===== src/rtl/seg7_pkg.sv =====
// Shared 7-segment definitions: active-low segment codes (bit 0 = a .. bit 6 = g)
// and the code/nibble types used by both the encoder and the scan decoder.
package seg7_pkg;

  typedef logic [6:0] seg_code_t;
  typedef logic [3:0] nibble_t;

  localparam seg_code_t SEG_0    = 7'h40;
  localparam seg_code_t SEG_1    = 7'h79;
  localparam seg_code_t SEG_2    = 7'h24;
  localparam seg_code_t SEG_3    = 7'h30;
  localparam seg_code_t SEG_4    = 7'h19;
  localparam seg_code_t SEG_5    = 7'h12;
  localparam seg_code_t SEG_6    = 7'h02;
  localparam seg_code_t SEG_7    = 7'h78;
  localparam seg_code_t SEG_8    = 7'h00;
  localparam seg_code_t SEG_9    = 7'h10;
  localparam seg_code_t SEG_A    = 7'h08;
  localparam seg_code_t SEG_B    = 7'h03;
  localparam seg_code_t SEG_C    = 7'h46;
  localparam seg_code_t SEG_D    = 7'h21;
  localparam seg_code_t SEG_E    = 7'h06;
  localparam seg_code_t SEG_F    = 7'h0E;
  localparam seg_code_t SEG_DASH = 7'h3F;

endpackage


===== src/rtl/seg7_to_nibble.sv =====
// Inverse segment decoder: maps an active-low 7-segment code back to its hex
// nibble. Unrecognised codes (dash included) give nibble 0 with valid low.
module seg7_to_nibble
  import seg7_pkg::*;
(
  input  logic [6:0] code,
  output logic       valid,
  output logic [3:0] nibble
);

  // Table lookup of the sixteen hex glyphs; anything else is flagged invalid
  always_comb begin
    valid  = 1'b1;
    nibble = 4'h0;
    case (code)
      SEG_0:   nibble = 4'h0;
      SEG_1:   nibble = 4'h1;
      SEG_2:   nibble = 4'h2;
      SEG_3:   nibble = 4'h3;
      SEG_4:   nibble = 4'h4;
      SEG_5:   nibble = 4'h5;
      SEG_6:   nibble = 4'h6;
      SEG_7:   nibble = 4'h7;
      SEG_8:   nibble = 4'h8;
      SEG_9:   nibble = 4'h9;
      SEG_A:   nibble = 4'hA;
      SEG_B:   nibble = 4'hB;
      SEG_C:   nibble = 4'hC;
      SEG_D:   nibble = 4'hD;
      SEG_E:   nibble = 4'hE;
      SEG_F:   nibble = 4'hF;
      default: valid  = 1'b0;
    endcase
  end

endmodule


===== src/rtl/seg7_scan_decoder.sv =====
// Scan-bus readback: samples a multiplexed active-low 7-segment bus, accepts a
// digit once it has been stable for STABLE_CNT samples, assembles a frame of
// NUM_DIGITS nibbles and presents it on a valid/ready handshake.
// Optional build macro SEG7_DEC_ERRCNT_EN adds o_err_cnt, a saturating count
// of digit captures carrying unrecognised codes.
module seg7_scan_decoder
  import seg7_pkg::*;
#(
  parameter int unsigned NUM_DIGITS = 8,
  parameter int unsigned STABLE_CNT = 4
) (
  input  logic                    i_clk,
  input  logic                    i_rst_n,
  input  logic [6:0]              i_seg,
  input  logic [NUM_DIGITS-1:0]   i_dig_sel,
  input  logic                    i_ready,
  output logic [4*NUM_DIGITS-1:0] o_value,
  output logic                    o_valid,
  output logic                    o_err,
  output logic                    o_ovf
`ifdef SEG7_DEC_ERRCNT_EN
  ,
  output logic [7:0]              o_err_cnt
`endif
);

  localparam logic [7:0] STAB_MAX = 8'(STABLE_CNT);

  logic [6:0]              seg_reg;
  logic [NUM_DIGITS-1:0]   sel_reg;
  logic [7:0]              stab_cnt_reg;
  logic [7:0]              stab_cnt_next;
  logic                    sel_onehot;
  logic                    same_sample;
  logic                    capture;
  logic                    dec_valid;
  nibble_t                 dec_nibble;
  logic [4*NUM_DIGITS-1:0] slot_vec;
  logic [NUM_DIGITS-1:0]   err_vec;
  logic [NUM_DIGITS-1:0]   mask_vec;
  logic                    frame_full;

  // Decode the previous sample; at a capture edge it equals the current input
  seg7_to_nibble u_dec (
    .code   (seg_reg),
    .valid  (dec_valid),
    .nibble (dec_nibble)
  );

  // Stability filter: blanking/multi-select clears, a repeat counts up, a change restarts at 1
  always_comb begin
    sel_onehot    = $onehot(i_dig_sel);
    same_sample   = (i_dig_sel == sel_reg) && (i_seg == seg_reg);
    stab_cnt_next = 8'd0;
    if (sel_onehot) begin
      if (same_sample)
        stab_cnt_next = (stab_cnt_reg == STAB_MAX) ? stab_cnt_reg : stab_cnt_reg + 8'd1;
      else
        stab_cnt_next = 8'd1;
    end
    capture    = sel_onehot && same_sample && (stab_cnt_reg == STAB_MAX - 8'd1);
    frame_full = &mask_vec;
  end

  // Previous-cycle sample registers and the stability counter
  always_ff @(posedge i_clk or negedge i_rst_n) begin
    if (!i_rst_n) begin
      seg_reg      <= 7'h7F;
      sel_reg      <= '0;
      stab_cnt_reg <= 8'd0;
    end else begin
      seg_reg      <= i_seg;
      sel_reg      <= i_dig_sel;
      stab_cnt_reg <= stab_cnt_next;
    end
  end

  genvar gi;
  generate
    for (gi = 0; gi < NUM_DIGITS; gi++) begin : g_slot
      logic [3:0] nib_reg;
      logic       err_reg;
      logic       got_reg;

      // Slot is emptied when the full frame is taken or dropped, otherwise written on its capture
      always_ff @(posedge i_clk or negedge i_rst_n) begin
        if (!i_rst_n) begin
          nib_reg <= 4'h0;
          err_reg <= 1'b0;
          got_reg <= 1'b0;
        end else if (frame_full) begin
          err_reg <= 1'b0;
          got_reg <= 1'b0;
        end else if (capture && sel_reg[gi]) begin
          nib_reg <= dec_nibble;
          err_reg <= ~dec_valid;
          got_reg <= 1'b1;
        end
      end

      assign slot_vec[4*gi +: 4] = nib_reg;
      assign err_vec[gi]         = err_reg;
      assign mask_vec[gi]        = got_reg;
    end
  endgenerate

  // Output stage: load a complete frame unless the previous one is still unaccepted
  always_ff @(posedge i_clk or negedge i_rst_n) begin
    if (!i_rst_n) begin
      o_value <= '0;
      o_valid <= 1'b0;
      o_err   <= 1'b0;
      o_ovf   <= 1'b0;
    end else begin
      o_ovf <= 1'b0;
      if (frame_full) begin
        if (!o_valid || i_ready) begin
          o_value <= slot_vec;
          o_err   <= |err_vec;
          o_valid <= 1'b1;
        end else begin
          o_ovf <= 1'b1;
        end
      end else if (o_valid && i_ready) begin
        o_valid <= 1'b0;
      end
    end
  end

`ifdef SEG7_DEC_ERRCNT_EN
  // Saturating count of captures that carried an unrecognised code
  always_ff @(posedge i_clk or negedge i_rst_n) begin
    if (!i_rst_n)
      o_err_cnt <= 8'd0;
    else if (capture && !dec_valid && (o_err_cnt != 8'hFF))
      o_err_cnt <= o_err_cnt + 8'd1;
  end
`endif

endmodule

===== config.mk =====
export PLATFORM = sky130hd
export DESIGN_NAME = seg7_scan_decoder
export DESIGN_NICKNAME = d
export VERILOG_FILES = /design/src/rtl/seg7_pkg.sv /design/src/rtl/seg7_to_nibble.sv /design/src/rtl/seg7_scan_decoder.sv
export SDC_FILE = /design/constraint.sdc
export NUM_CORES = 1
export LEC_CHECK = 0
export BUFFER_PORTS_ARGS = -buffer_cell sky130_fd_sc_hd__buf_2
export CAP_MARGIN = 10
export CORE_UTILIZATION = 52
export CTS_BUF_LIST = sky130_fd_sc_hd__clkbuf_4 sky130_fd_sc_hd__clkbuf_8
export CTS_CLUSTER_DIAMETER = 100
export CTS_CLUSTER_SIZE = 8
export DETAILED_ROUTE_END_ITERATION = 16
export PLACE_DENSITY_LB_ADDON = 0.1
export SLEW_MARGIN = 10
export SYNTH_ARGS = -nofsm -noshare
export SYNTH_HDL_FRONTEND = slang
export SYNTH_SLANG_ARGS = --single-unit

===== constraint.sdc =====
create_clock -name i_clk -period 2 [get_ports i_clk]
set_clock_uncertainty 0.1 [all_clocks]
set_input_delay 0.1 -clock i_clk [delete_from_list [all_inputs] [get_ports i_clk]]
set_output_delay 0.1 -clock i_clk [all_outputs]
set_load 0.01 [all_outputs]

# Yosys cells after proc, flatten, opt, wreduce, memory -nomap -nowiden
# Cells that the tools add are included.
[totals] reg_bits=106 latchBits=0 mem_bits_rw=0 rom_bits=0 elab_cells=142 n_memories=0
[classes] add_sub_neg=8 multipliers=0 div_mod_pow=0 order_cmp=0 eq_ne=22 shift=0 muxes=42 bitwise_logic=2 reduce_logical=37
[ops] op="$pmux 4 s15" count=1
[ops] op="$mux 1" count=38
[ops] op="$eq 7x7->1 const B" count=4
[ops] op="$mux 8" count=3
[ops] op="$eq 7x5->1 const B" count=3
[ops] op="$eq 7x6->1 const B" count=3
[ops] op="$reduce_and 2->1" count=9
[ops] op="$reduce_bool 2->1" count=9
[ops] op="$reduce_or 16->1" count=1
[ops] op="$eq 7x2->1 const B" count=2
[ops] op="$eq 7x4->1 const B" count=2
[ops] op="$logic_and 1x1->1" count=12
[ops] op="$reduce_and 9->1" count=1
[ops] op="$add 1x1->2" count=4
[ops] op="$add 8x1->8 const B" count=1
[ops] op="$eq 8x2->1 const B" count=1
[ops] op="$eq 8x3->1 const B" count=1
[ops] op="$eq 8x8->1" count=1
[ops] op="$reduce_and 8->1" count=1
[ops] op="$reduce_or 8->1" count=1
[ops] op="$eq 7x3->1 const B" count=1
[ops] op="$eq 7x7->1" count=1
[ops] op="$logic_not 7->1" count=1
[ops] op="$add 2x2->3" count=2
[ops] op="7 further kinds" count=8

# Longest topological paths before layout
# Gate-level depths: netlist of the first run.
[logic_depth] depth_word=9 ltp_mapped=15

# Modules after synthesis
# A second synthesis of the first run with hierarchy kept.
[unflattened] cells_unflattened=380 hier_area_um2=4854.7
[modules_own_cells] mod="seg7_scan_decoder" instances=1 cells_each=324 area_each_um2=4490.6 seq_area_each_um2=2661.3
[modules_own_cells] mod="seg7_to_nibble" instances=1 cells_each=56 area_each_um2=364.1 seq_area_each_um2=0.0

# Least setup slack after synthesis of the first run
# No wires, ideal clock.
[synth_timing] path_type="input to register" startpoint="in i_dig_sel[0]" endpoint="reg g_slot[5].nib_reg[0]" setup_ps=125 arrival_time_ps=3354 setup_slack_ps=-1579 stages=14 path_cell_list="inv_1 fa_1 fa_1 fa_1 inv_1 ha_1 inv_1 fa_1 nor2_1 a31oi_1 nor3_2 buf_4 and4_1 mux2_2"
[synth_between] elab_chain_cells=8 word_cells_on_any_way=10
[synth_rtl] item="from (decl)" line_no="seg7_scan_decoder.sv:15" rtl="input logic [NUM_DIGITS-1:0] i_dig_sel,"
[synth_rtl] item="$add 1x1->2 (implied by the code)" line_no="seg7_scan_decoder.sv:52" rtl="sel_onehot = $onehot(i_dig_sel);"
[synth_rtl] item="$add 2x2->3 (implied by the code)" line_no="seg7_scan_decoder.sv:52"
[synth_rtl] item="$add 3x3->4 (implied by the code)" line_no="seg7_scan_decoder.sv:52"
[synth_rtl] item="$eq 4x1->1" line_no="seg7_scan_decoder.sv:52"
[synth_rtl] item="$logic_and 1x1->1 (*) (2 in series)" line_no="seg7_scan_decoder.sv:61" rtl="capture = sel_onehot && same_sample && (stab_cnt_reg == STAB_MAX - 8'd1);"
[synth_rtl] item="$logic_and 1x1->1 (*)" line_no="seg7_scan_decoder.sv:94" rtl="end else if (capture && sel_reg[gi]) begin"
[synth_rtl] item="$reduce_and 2->1 (no source line) (*)"
[synth_rtl] item="to (signal assigned)" line_no="seg7_scan_decoder.sv:95" rtl="nib_reg <= dec_nibble;"
[synth_rtl] item="to (decl)" line_no="seg7_scan_decoder.sv:81" rtl="logic [3:0] nib_reg;"
# Every way passes the cells marked *; elsewhere a longest branch is shown, timed or not.
# A chain may end at the register's enable or synchronous reset.

# Final worst setup path of the first run
[layout_timing] startpoint="in i_dig_sel[0]" endpoint="reg g_slot[0].nib_reg[0]"
[layout_between] elab_chain_cells=8 word_cells_on_any_way=10
[layout_rtl] item="$add 1x1->2 (implied by the code)" line_no="seg7_scan_decoder.sv:52"
[layout_rtl] item="$add 2x2->3 (implied by the code)" line_no="seg7_scan_decoder.sv:52"
[layout_rtl] item="$add 3x3->4 (implied by the code)" line_no="seg7_scan_decoder.sv:52"
[layout_rtl] item="$eq 4x1->1" line_no="seg7_scan_decoder.sv:52"
[layout_rtl] item="$logic_and 1x1->1 (*) (2 in series)" line_no="seg7_scan_decoder.sv:61"
[layout_rtl] item="$logic_and 1x1->1 (*)" line_no="seg7_scan_decoder.sv:94"
[layout_rtl] item="$reduce_and 2->1 (no source line) (*)"
[layout_rtl] item="to (signal assigned)" line_no="seg7_scan_decoder.sv:95"
[layout_rtl] item="to (decl)" line_no="seg7_scan_decoder.sv:81"
# Marks and branches as above.

==> flow_metrics.py, run 1 <==
metrics = {
    "outcome": {
        "outcome": "finished, violations left",
        "violations": "setup timing",
    },
    "synthesis": {
        "synthesis.nets": 429,
        "yosys.cell_types.count": 54,
        "top_ff_cell_synth": "sky130_fd_sc_hd__dfrtp_1",
        "synth.cell_area_um2": 4971,
        "yosys.area_share.xor_xnor": 0.04203,
        "proportion_of_synthesized_chip_area_in_sequential_cells": 0.5354,
        "synth-compound-area-share": 0.08457,
        "post_syn_instances": 402,
        "synth.mux.area_fraction": 0.1450,
        "async_reset_ff_frac": 1.000,
        "synth_top_area_cell": "sky130_fd_sc_hd__dfrtp_1",
        "synth_top_family_by_area": "multiplexers",
        "yosys_warnings": 0,
        "netlist.area_leader.share": 0.4984,
        "top_post_synthesis_cells_by_area": "sky130_fd_sc_hd__dfrtp_1, sky130_fd_sc_hd__mux2_2, sky130_fd_sc_hd__dfstp_2",
        "postSynthRegisterBits": 106,
        "post_synth_adder_cell_area": 0.02869,
        "postSynthAreaPerCell_um2": 12.37,
        "simple_gate_area_share_of_the_yosys_netlist": 0.1143,
        "synth_enable_flop_cells": 0,
    },
    "floorplanning": {
        "die_width_um": 99.78,
        "placement_rows": 35,
        "die_area_um2": 9955,
        "design.core.area_um2": 9240,
        "ioPinCount": 53,
        "floorplan.initialDensity": 0.5380,
        "die_height_um": 99.78,
    },
    "routing": {
        "detail_route.wirelength_mm": 11.08,
        "total_via_count_after_detailed_routing": 3645,
        "detail_route.wl_per_cell_um": 16.44,
        "via_per_inst": 5.408,
        "final_ant_viol_nets": 0,
        "drt_pre_antenna_iters": 4,
        "drt-initial-drc-count": 187,
        "drc": 0,
    },
    "setup_path": {
        "worstSetupEndpointType": "flip-flop",
        "crit-reg2reg-capture": "g_slot[0].nib_reg[2]",
        "worst-r2r-cell-count": 6,
        "crit_slowest_cell": "sky130_fd_sc_hd__fa_1",
        "reg2reg_setup_slack_ps": -320,
        "critPathRequiredTime_ps": 2160,
        "cp_max_fo": 6,
        "crit_chain": "buf_8, inv_8, fa_1, fa_1, fa_1, inv_1, ha_2, inv_2, fa_2, nand2_2, nor3_4, buf_6, and4_4, mux2_4",
        "critical_path_class": "in -> reg",
        "worst_ep_arrival_time_ps": 3500,
        "critPathLaunchType": "input pin",
        "critical_path.max_stage_delay_ps": 540,
        "path_common_cell": "sky130_fd_sc_hd__fa_1",
        "regToRegStartpoint": "seg_reg[2]",
    },
    "layout": {
        "regArea_um2": 2661,
        "n_antenna_cell": 0,
        "layout_commonest_cell": "sky130_fd_sc_hd__dfrtp_1",
        "area.growth.synth_to_final_pct": 35.46,
        "layout-drive-gt1-share": 0.4881,
        "layout.cells.most_common_list": "sky130_fd_sc_hd__dfrtp_1, sky130_fd_sc_hd__buf_4, sky130_fd_sc_hd__buf_2",
        "design.final.nets": 567,
        "multiInputGateArea_um2": 2412,
        "finish.cell_count_without_fillers": 674,
        "utilization": 0.7288,
        "fillers": 646,
    },
    "clock_tree": {
        "max-clock-path-buffers": 2,
        "clock_insertion_delay_worst_skew_ps": 370,
        "cts_buffers": 9,
        "cts_htree_levels": 3,
        "clock-root-buffer": "sky130_fd_sc_hd__clkbuf_8",
        "cts_sinks": 106,
        "cts.reportedPaths.clkPinSlew_ps": 110,
        "cts_tree": "yes",
    },
    "global_route": {
        "first_pass_grt_wire_length_mm": 18.29,
        "grt_max_degree": 45,
        "grt-busiest-layer": "met2",
        "met3_usage": 0.03691,
        "global_route.usage.met1": 0.3102,
        "groute.layer.met2.usage": 0.4058,
        "vias_in_the_first_global_route": 3718,
        "groute.usage.overall": 0.2353,
        "gr-total-overflow": 0,
        "initial_antenna_violation_count": 0,
    },
    "timing": {
        "holdWs_ps": 102.3,
        "timing.slew.headroom": 0.3823,
        "rsz0062_at_grt": "yes",
        "setup-violations-final": 56,
        "fin_ws_ps": -1349,
        "finalMaxSlewViolations": 0,
        "timing_worst_slew_pin_value_ps": 921.1,
        "finalHoldViolCount": 0,
        "final_min_period_over_clock_period": 1.675,
        "finalCriticalPeriod_ps": 3349,
        "max_freq_ghz": 0.2986,
    },
    "power": {
        "clock_power_share": 0.340,
        "power_switching_w": 0.001073,
        "power.ir.vdd_worst_uv": 423.4,
        "power.internal_w": 0.003020,
        "sw_frac_of_total": 0.2621,
        "power_per_cell_area_nw_per_um2": 607.8,
        "power.combinational.fraction": 0.125,
        "seq_power_share": 0.535,
        "total_power_w": 0.004093,
        "p_leak_nw": 3.242,
    },
    "placement": {
        "finalWeightedCongestion": 0.8148,
        "detailed_place_hpwl_mm": 7.066,
        "placement.io_buffers": 52,
        "place_inst": 631,
    },
    "run": {
        "max_cap_violations": 0,
    },
    "hold_path": {
        "timing.hold.worst.class": "in -> async",
    },
}
[how the worst max path moves through the flow]
stage	startpoint	to	slack [ps]	cells after the start
after floorplan	i_dig_sel[0]	g_slot[5].nib_reg[0]	-1510	13
after global placement	i_dig_sel[0]	g_slot[7].nib_reg[3]	-1780	14
after detailed placement	i_dig_sel[0]	g_slot[0].nib_reg[2]	-1840	14
after CTS	i_dig_sel[0]	g_slot[1].nib_reg[0]	-1380	15
after global routing	i_dig_sel[0]	g_slot[0].nib_reg[0]	-1420	14
final	i_dig_sel[0]	g_slot[0].nib_reg[0]	-1350	14
[through the flow]
step | worst slack, ps | setup TNS [ps] | cell area [um^2]
after CTS | -1381 | -67940 | 6560
after floorplan | -1511 | -74820 | 5057
after global routing | -1424 | -70510 | 6734
after detailed placement | -1836 | -91330 | 5932
after global placement | -1776 | -88840 | 5932
final | -1349 | -65210 | 6734
[cell usage after synthesis (all sizes together), types with 3 or more instances]
cell type,number
o31ai,10
nand4,8
nor2,30
nor4,6
nor3,5
clkbuf,5
mux2,64
fa,4
dfrtp,99
nand3,8
a31oi,19
ha,5
and4,7
o21ai,3
inv,27
a311o,8
buf,18
nand2,8
xnor2,16
dfstp,7
xor2,7
nand3b,3
a21oi,6
[layer usage]
layer,part of all wire,up-vias
met5,0,-
met2,0.50,73
met3,0.029,7
met1,0.46,1839
li1,-,1726
met4,0.0073,0
[area by class of cell]
cell class / instances / area share
tap: 129 / 0.02397
inverter: 27 / 0.01616
clock inverter: 7 / 0.01301
timing repair buffer: 150 / 0.1750
multi-input combinational: 246 / 0.3582
sequential: 106 / 0.3952
clock buffer: 9 / 0.01839
[worst max-delay path: cells and delay by family]
kind | cells | cell delay, ps
AND/OR/NAND/NOR | 3 | 590
adder cells (fa/ha/maj) | 5 | 2100
multiplexers | 1 | 330
buffers and inverters | 5 | 400
[power by group through the flow]
stage | sequential [W] | clock (W) | combinational (W)
after detailed placement | 0.00223 | 0 | 0.000468
after global placement | 0.00223 | 0 | 0.000458
after global routing | 0.00219 | 0.00152 | 0.000569
final | 0.00219 | 0.00139 | 0.000511
after CTS | 0.00219 | 0.00142 | 0.000509
after floorplan | 0.00223 | 0 | 0.000256
[cell families after synthesis]
kind of cell             Yosys count
flip-flops                       106
AND/OR/NAND/NOR                   94
multiplexers                      64
AO/OA/AOI/OAI                     56
buffers and inverters             50
XOR/XNOR                          23
adder cells (fa/ha/maj)            9
[timing repair]
action	4_1_cts	5_1_grt
buffers inserted	7	5
resized for setup	37	46
setup endpoints to repair	56	56
hold buffers	17	0
pin swaps	18	19
gates cloned	2	0
endpoints found under the hold margin	116	0
No activity file was read; power rests on OpenSTA's default activity.
==> run 2, diff against run 1 <==
- SKIP_LAST_GASP: default -> 1
==> flow_metrics.py, run 2 (synthesized netlist as in run 1, its figures left out) <==
metrics = {
    "timing": {
        "timing_worst_slew_pin_value_ps": 899.4,
        "finalMaxSlewViolations": 0,
        "timing.slew.headroom": 0.3968,
        "rsz0062_at_grt": "yes",
        "finalCriticalPeriod_ps": 3331,
        "fin_ws_ps": -1331,
        "setup-violations-final": 56,
        "max_freq_ghz": 0.3002,
        "finalHoldViolCount": 0,
        "final_min_period_over_clock_period": 1.666,
    },
    "layout": {
        "fillers": 642,
        "regArea_um2": 2661,
        "layout-drive-gt1-share": 0.4954,
        "stdcell_area_um2": 6775,
        "area.growth.synth_to_final_pct": 36.30,
        "utilization": 0.7332,
        "design.final.nets": 567,
        "layout.cells.most_common_list": "sky130_fd_sc_hd__dfrtp_1, sky130_fd_sc_hd__buf_4, sky130_fd_sc_hd__buf_2",
        "layout_commonest_cell": "sky130_fd_sc_hd__dfrtp_1",
        "multiInputGateArea_um2": 2450,
        "n_antenna_cell": 0,
    },
    "setup_path": {
        "path_common_cell": "sky130_fd_sc_hd__fa_1",
        "critical_path.max_stage_delay_ps": 540,
        "regToRegStartpoint": "seg_reg[2]",
        "cp_max_fo": 6,
        "critPathLaunchType": "input pin",
        "crit_slowest_cell": "sky130_fd_sc_hd__fa_1",
        "cp.buffers_inverters": 5,
        "critical_path_class": "in -> reg",
        "critPathLaunch": "i_dig_sel[0]",
        "crit_chain": "buf_8, inv_8, fa_1, fa_1, fa_1, inv_1, ha_2, inv_2, fa_2, nand2_2, nor3_4, buf_6, and4_4, mux2_2",
        "worstSetupEndpointType": "flip-flop",
        "worst_path_dominant_cell_family": "adder cells",
        "worst_ep_arrival_time_ps": 3500,
        "critPathRequiredTime_ps": 2170,
    },
    "placement": {
        "detailed_place_hpwl_mm": 7.066,
        "finalWeightedCongestion": 0.8148,
        "dpl_cell_area_um2": 5932,
        "placement.io_buffers": 52,
    },
    "floorplanning": {
        "floorplan.initialDensity": 0.5380,
        "die_area_um2": 9955,
        "design.core.area_um2": 9240,
        "die_width_um": 99.78,
        "placement_rows": 35,
        "ioPinCount": 53,
        "die_height_um": 99.78,
    },
    "outcome": {
        "violations": "setup timing",
        "outcome": "finished, violations left",
    },
    "clock_tree": {
        "clock-root-buffer": "sky130_fd_sc_hd__clkbuf_8",
        "cts_tree": "yes",
        "cts_htree_levels": 3,
        "clock_insertion_delay_worst_skew_ps": 370,
        "cts_sinks": 106,
        "cts_buffers": 9,
        "cts.reportedPaths.clkPinSlew_ps": 100,
        "max-clock-path-buffers": 2,
    },
    "power": {
        "power_switching_w": 0.001072,
        "p_leak_nw": 3.247,
        "power_per_cell_area_nw_per_um2": 604.0,
        "power.ir.vdd_worst_uv": 422.4,
        "sw_frac_of_total": 0.2619,
        "seq_power_share": 0.535,
        "power.internal_w": 0.003020,
        "power.combinational.fraction": 0.125,
        "clock_power_share": 0.340,
    },
    "global_route": {
        "first_pass_grt_wire_length_mm": 18.28,
        "groute.usage.overall": 0.2352,
        "initial_antenna_violation_count": 0,
        "grt_max_degree": 45,
        "vias_in_the_first_global_route": 3718,
        "gr-total-overflow": 0,
    },
    "routing": {
        "drc": 0,
        "detail_route.wl_per_cell_um": 16.54,
        "detail_route.wirelength_mm": 11.15,
        "drt_pre_antenna_iters": 5,
        "via_per_inst": 5.494,
        "drt-initial-drc-count": 187,
        "final_ant_viol_nets": 0,
        "total_via_count_after_detailed_routing": 3703,
    },
    "hold_path": {
        "timing.hold.worst.class": "in -> async",
    },
    "run": {
        "max_cap_violations": 0,
    },
}
==> run 2: power by group through the flow <==
stage                     combinational (W)  sequential, W  clock (W)
after floorplan                    0.000256        0.00223          0
after global placement             0.000458        0.00223          0
after detailed placement           0.000468        0.00223          0
after CTS                          0.000509        0.00219    0.00142
after global routing               0.000571        0.00219    0.00152
final                              0.000513        0.00219    0.00139
==> run 2: cell type report <==
type	count	share of cell area
well taps	129	0.02382
clock inverters	7	0.01293
repair buffers	150	0.1745
clock buffers	9	0.01828
inverters	27	0.01607
flip-flops and latches	106	0.3928
multi-input cells	246	0.3616
==> run 2: final timing paths <==
check,endpoint,slack [ps],depth (start not counted)
max,g_slot[0].nib_reg[2],-1330,14
min,o_value[23],100,2
min reg2reg,o_value[20],410,1
max in group asynchronous,seg_reg[4],1100,3
min in group i_clk,seg_reg[4],270,2
max reg2reg,g_slot[0].nib_reg[2],-320,6
==> run 2: metal layers <==
layer  vias up  share of wire  track usage
met5         -              0            0
met3         8          0.037      0.03691
met2       104           0.50       0.4058
li1       1725              -            -
met4         0         0.0078      0.06561
met1      1866           0.45       0.3097
==> run 2: per-stage QoR <==
| stage | std cells | setup TNS, ps | total power (W) | hold WS [ps] | setup WS, ps |
|---|---|---|---|---|---|
| 4_1_cts | 673 | -68000 | 0.004117 | 95.98 | -1381 |
| 3_5_place_dp | 631 | -91330 | 0.002697 | -33.84 | -1836 |
| 6_report | 674 | -65500 | 0.004092 | 101.0 | -1331 |
| 2_1_floorplan | 402 | -74820 | 0.002489 | -295.6 | -1511 |
| 3_3_place_gp | 631 | -88840 | 0.002688 | -39.98 | -1776 |
| 5_1_grt | 674 | -70870 | 0.004282 | 119.3 | -1426 |
==> run 2: what timing repair did <==
item	4_1_cts	5_1_grt
endpoints found under the setup margin	56	56
hold endpoints to repair	116	0
resized for setup	36	52
pin swaps	18	20
cloned	2	0
buffers inserted	7	5
hold buffers	17	0
==> run 3, diff against run 2 <==
- SYNTH_HIERARCHICAL: default -> 1
==> flow_metrics.py, run 3 <==
metrics = {
    "synthesis": {
        "proportion_of_synthesized_chip_area_in_sequential_cells": 0.5482,
        "yosys.area_share.xor_xnor": 0.03608,
        "postSynthRegisterBits": 106,
        "post_syn_instances": 380,
        "post_synth_adder_cell_area": 0.02938,
        "synth_top_area_cell": "sky130_fd_sc_hd__dfrtp_1",
        "yosys_warnings": 6,
        "synth.cell_area_um2": 4855,
        "synth_enable_flop_cells": 0,
        "top_post_synthesis_cells_by_area": "sky130_fd_sc_hd__dfrtp_1, sky130_fd_sc_hd__mux2_2, sky130_fd_sc_hd__dfstp_2",
        "simple_gate_area_share_of_the_yosys_netlist": 0.1188,
        "netlist.area_leader.share": 0.5103,
        "async_reset_ff_frac": 1.000,
        "postSynthAreaPerCell_um2": 12.78,
        "post-synth-top-count-cell": "sky130_fd_sc_hd__dfrtp_1",
        "synth_top_family_by_area": "multiplexers",
        "synthesis.nets": 407,
        "synth-compound-area-share": 0.06933,
        "synth.mux.area_fraction": 0.1505,
        "top_ff_cell_synth": "sky130_fd_sc_hd__dfrtp_1",
        "yosys.cell_types.count": 52,
        "yosys-top-cells-count": "sky130_fd_sc_hd__dfrtp_1, sky130_fd_sc_hd__mux2_2, sky130_fd_sc_hd__inv_1",
    },
    "power": {
        "clock_power_share": 0.321,
        "power_per_cell_area_nw_per_um2": 641.6,
        "power.ir.vdd_worst_uv": 361.6,
        "power_switching_w": 0.001056,
        "power.internal_w": 0.002895,
        "seq_power_share": 0.556,
        "p_leak_nw": 3.021,
        "sw_frac_of_total": 0.2674,
        "power.combinational.fraction": 0.123,
    },
    "setup_path": {
        "cp.buffers_inverters": 5,
        "worstSetupEndpointType": "flip-flop",
        "critPathRequiredTime_ps": 2150,
        "worst_path_dominant_cell_family": "adder cells",
        "critical_path_class": "in -> reg",
        "worst_ep_arrival_time_ps": 3680,
        "crit_chain": "buf_8, inv_8, fa_1, fa_1, fa_1, inv_1, ha_2, inv_2, fa_1, and3b_1, a41oi_4, nor3_4, buf_6, nand4_1, mux2_4",
        "cp_max_fo": 6,
        "path_common_cell": "sky130_fd_sc_hd__fa_1",
        "critical_path.max_stage_delay_ps": 560,
        "critPathLaunchType": "input pin",
        "reg2reg_setup_slack_ps": -160,
        "crit_slowest_cell": "sky130_fd_sc_hd__fa_1",
    },
    "floorplanning": {
        "floorplan.initialDensity": 0.5460,
        "die_area_um2": 9726,
        "design.core.area_um2": 8891,
        "die_width_um": 98.62,
        "placement_rows": 34,
        "die_height_um": 98.62,
        "ioPinCount": 53,
    },
    "routing": {
        "drt_pre_antenna_iters": 4,
        "via_per_inst": 5.584,
        "drc": 0,
        "detail_route.wirelength_mm": 10.04,
        "detail_route.wl_per_cell_um": 16.12,
        "drt-initial-drc-count": 139,
        "final_ant_viol_nets": 0,
        "total_via_count_after_detailed_routing": 3479,
    },
    "timing": {
        "final_min_period_over_clock_period": 1.764,
        "finalCriticalPeriod_ps": 3528,
        "fin_ws_ps": -1528,
        "rsz0062_at_grt": "yes",
        "setup-tns-final_ps": -77030,
        "max_freq_ghz": 0.2834,
        "finalMaxSlewViolations": 0,
        "timing.slew.headroom": 0.6122,
        "timing_worst_slew_pin_value_ps": 581.7,
        "holdWs_ps": 168.6,
        "setup-violations-final": 56,
        "finalHoldViolCount": 0,
    },
    "layout": {
        "layout.cells.most_common_list": "sky130_fd_sc_hd__dfrtp_1, sky130_fd_sc_hd__buf_4, sky130_fd_sc_hd__mux2_2",
        "layout-drive-gt1-share": 0.4388,
        "layout_commonest_cell": "sky130_fd_sc_hd__dfrtp_1",
        "utilization": 0.6927,
        "design.final.nets": 537,
        "n_antenna_cell": 0,
        "area.growth.synth_to_final_pct": 26.86,
    },
    "global_route": {
        "gr-total-overflow": 0,
        "initial_antenna_violation_count": 0,
        "groute.usage.overall": 0.2272,
        "grt_max_degree": 46,
        "vias_in_the_first_global_route": 3524,
        "first_pass_grt_wire_length_mm": 17.30,
    },
    "clock_tree": {
        "cts_tree": "yes",
        "max-clock-path-buffers": 2,
        "cts_sinks": 106,
        "cts.reportedPaths.clkPinSlew_ps": 100,
        "clock_insertion_delay_worst_skew_ps": 360,
        "cts_buffers": 9,
        "clock-root-buffer": "sky130_fd_sc_hd__clkbuf_8",
        "cts_htree_levels": 3,
    },
    "outcome": {
        "violations": "setup timing",
        "outcome": "finished, violations left",
    },
    "placement": {
        "detailed_place_hpwl_mm": 7.103,
        "placement.io_buffers": 52,
        "finalWeightedCongestion": 0.8311,
    },
    "run": {
        "max_cap_violations": 0,
    },
    "hold_path": {
        "timing.hold.worst.class": "in -> async",
    },
}
[run 3: cell types whose count changed after synthesis, moves of 5 or more]
cell                       previous run  this run
sky130_fd_sc_hd__a21oi_1              6        11
sky130_fd_sc_hd__a311o_1              8         0
sky130_fd_sc_hd__a311oi_1             0         8
sky130_fd_sc_hd__a31oi_1             19         4
sky130_fd_sc_hd__a41oi_1              0         8
sky130_fd_sc_hd__and4_1               6         0
sky130_fd_sc_hd__buf_2               10         5
sky130_fd_sc_hd__mux2_1               8         0
sky130_fd_sc_hd__mux2_2              56        64
sky130_fd_sc_hd__nand2_1              8         3
sky130_fd_sc_hd__nand4_1              6        24
sky130_fd_sc_hd__nor2_1              30         9
sky130_fd_sc_hd__nor3_1               4        13
sky130_fd_sc_hd__o31ai_1              8         1
[run 3: final timing paths]
path                                   endpoint  depth (start not counted)                  from
hold reg to reg                      o_value[9]                          1  g_slot[2].nib_reg[1]
min in group i_clk                   seg_reg[5]                          2              i_seg[5]
hold / removal                  stab_cnt_reg[1]                          2               i_rst_n
setup reg to reg           g_slot[1].nib_reg[2]                          7       stab_cnt_reg[5]
setup / recovery           g_slot[1].nib_reg[2]                         15          i_dig_sel[0]
max in group asynchronous            seg_reg[1]                          3               i_rst_n
[run 3: cells by family (layout without fill, tap and decap cells)]
group	Yosys count	in the layout
fa+ha+maj	9	9
compound gates	47	47
xor+xnor	20	20
flops	106	106
simple gates	89	89
buf+inv	44	179
mux	65	65
[run 3: cell type report]
cell class	count	area, um^2
flip-flops and latches	106	2661
clock inverters	6	61.31
multi-input cells	230	2017
well taps	108	135.1
inverters	25	101.3
repair buffers	138	1051
clock buffers	10	131.4
fillers	652	2733
[run 3: through the flow]
step	cells	area, um^2	setup WS [ps]	power [W]
floorplan	380	4902	-1672	0.002477
global placement	583	5690	-1877	0.002680
detailed placement	583	5690	-2001	0.002693
CTS	620	6116	-1486	0.003990
global route	623	6158	-1642	0.004137
finish	623	6158	-1528	0.003951
[run 3: per-layer routing]
layer | up-vias | global-route usage | part of all wire
li1 | 1647 | - | -
met1 | 1750 | 0.3089 | 0.46
met2 | 72 | 0.3846 | 0.49
met3 | 10 | 0.03050 | 0.029
met4 | 0 | 0.06544 | 0.013
met5 | - | 0 | 0
[run 3: power by group through the flow]
stage               clock, W  sequential, W  combinational [W]
global placement           0        0.00224           0.000443
floorplan                  0        0.00224           0.000236
global route         0.00139        0.00220           0.000544
detailed placement         0        0.00224           0.000453
CTS                  0.00131        0.00220           0.000483
finish               0.00127        0.00220           0.000487
[run 3: what timing repair did]
item / 4_1_cts / 5_1_grt
endpoints found under the hold margin: 59 / 0
buffers inserted: 4 / 3
gates resized for setup: 9 / 5
endpoints found under the setup margin: 56 / 56
pin swaps: 10 / 7
hold buffers: 17 / 0
[run 3: worst reg2reg max path, cell delays in order (launching register included)]
cell and delay [ps]:
sky130_fd_sc_hd__dfrtp_1 390, sky130_fd_sc_hd__nor3_1 260, sky130_fd_sc_hd__nand4b_1 150, sky130_fd_sc_hd__buf_4 180, sky130_fd_sc_hd__nor3_4 230, sky130_fd_sc_hd__buf_6 160
sky130_fd_sc_hd__nand4_1 210, sky130_fd_sc_hd__mux2_4 360
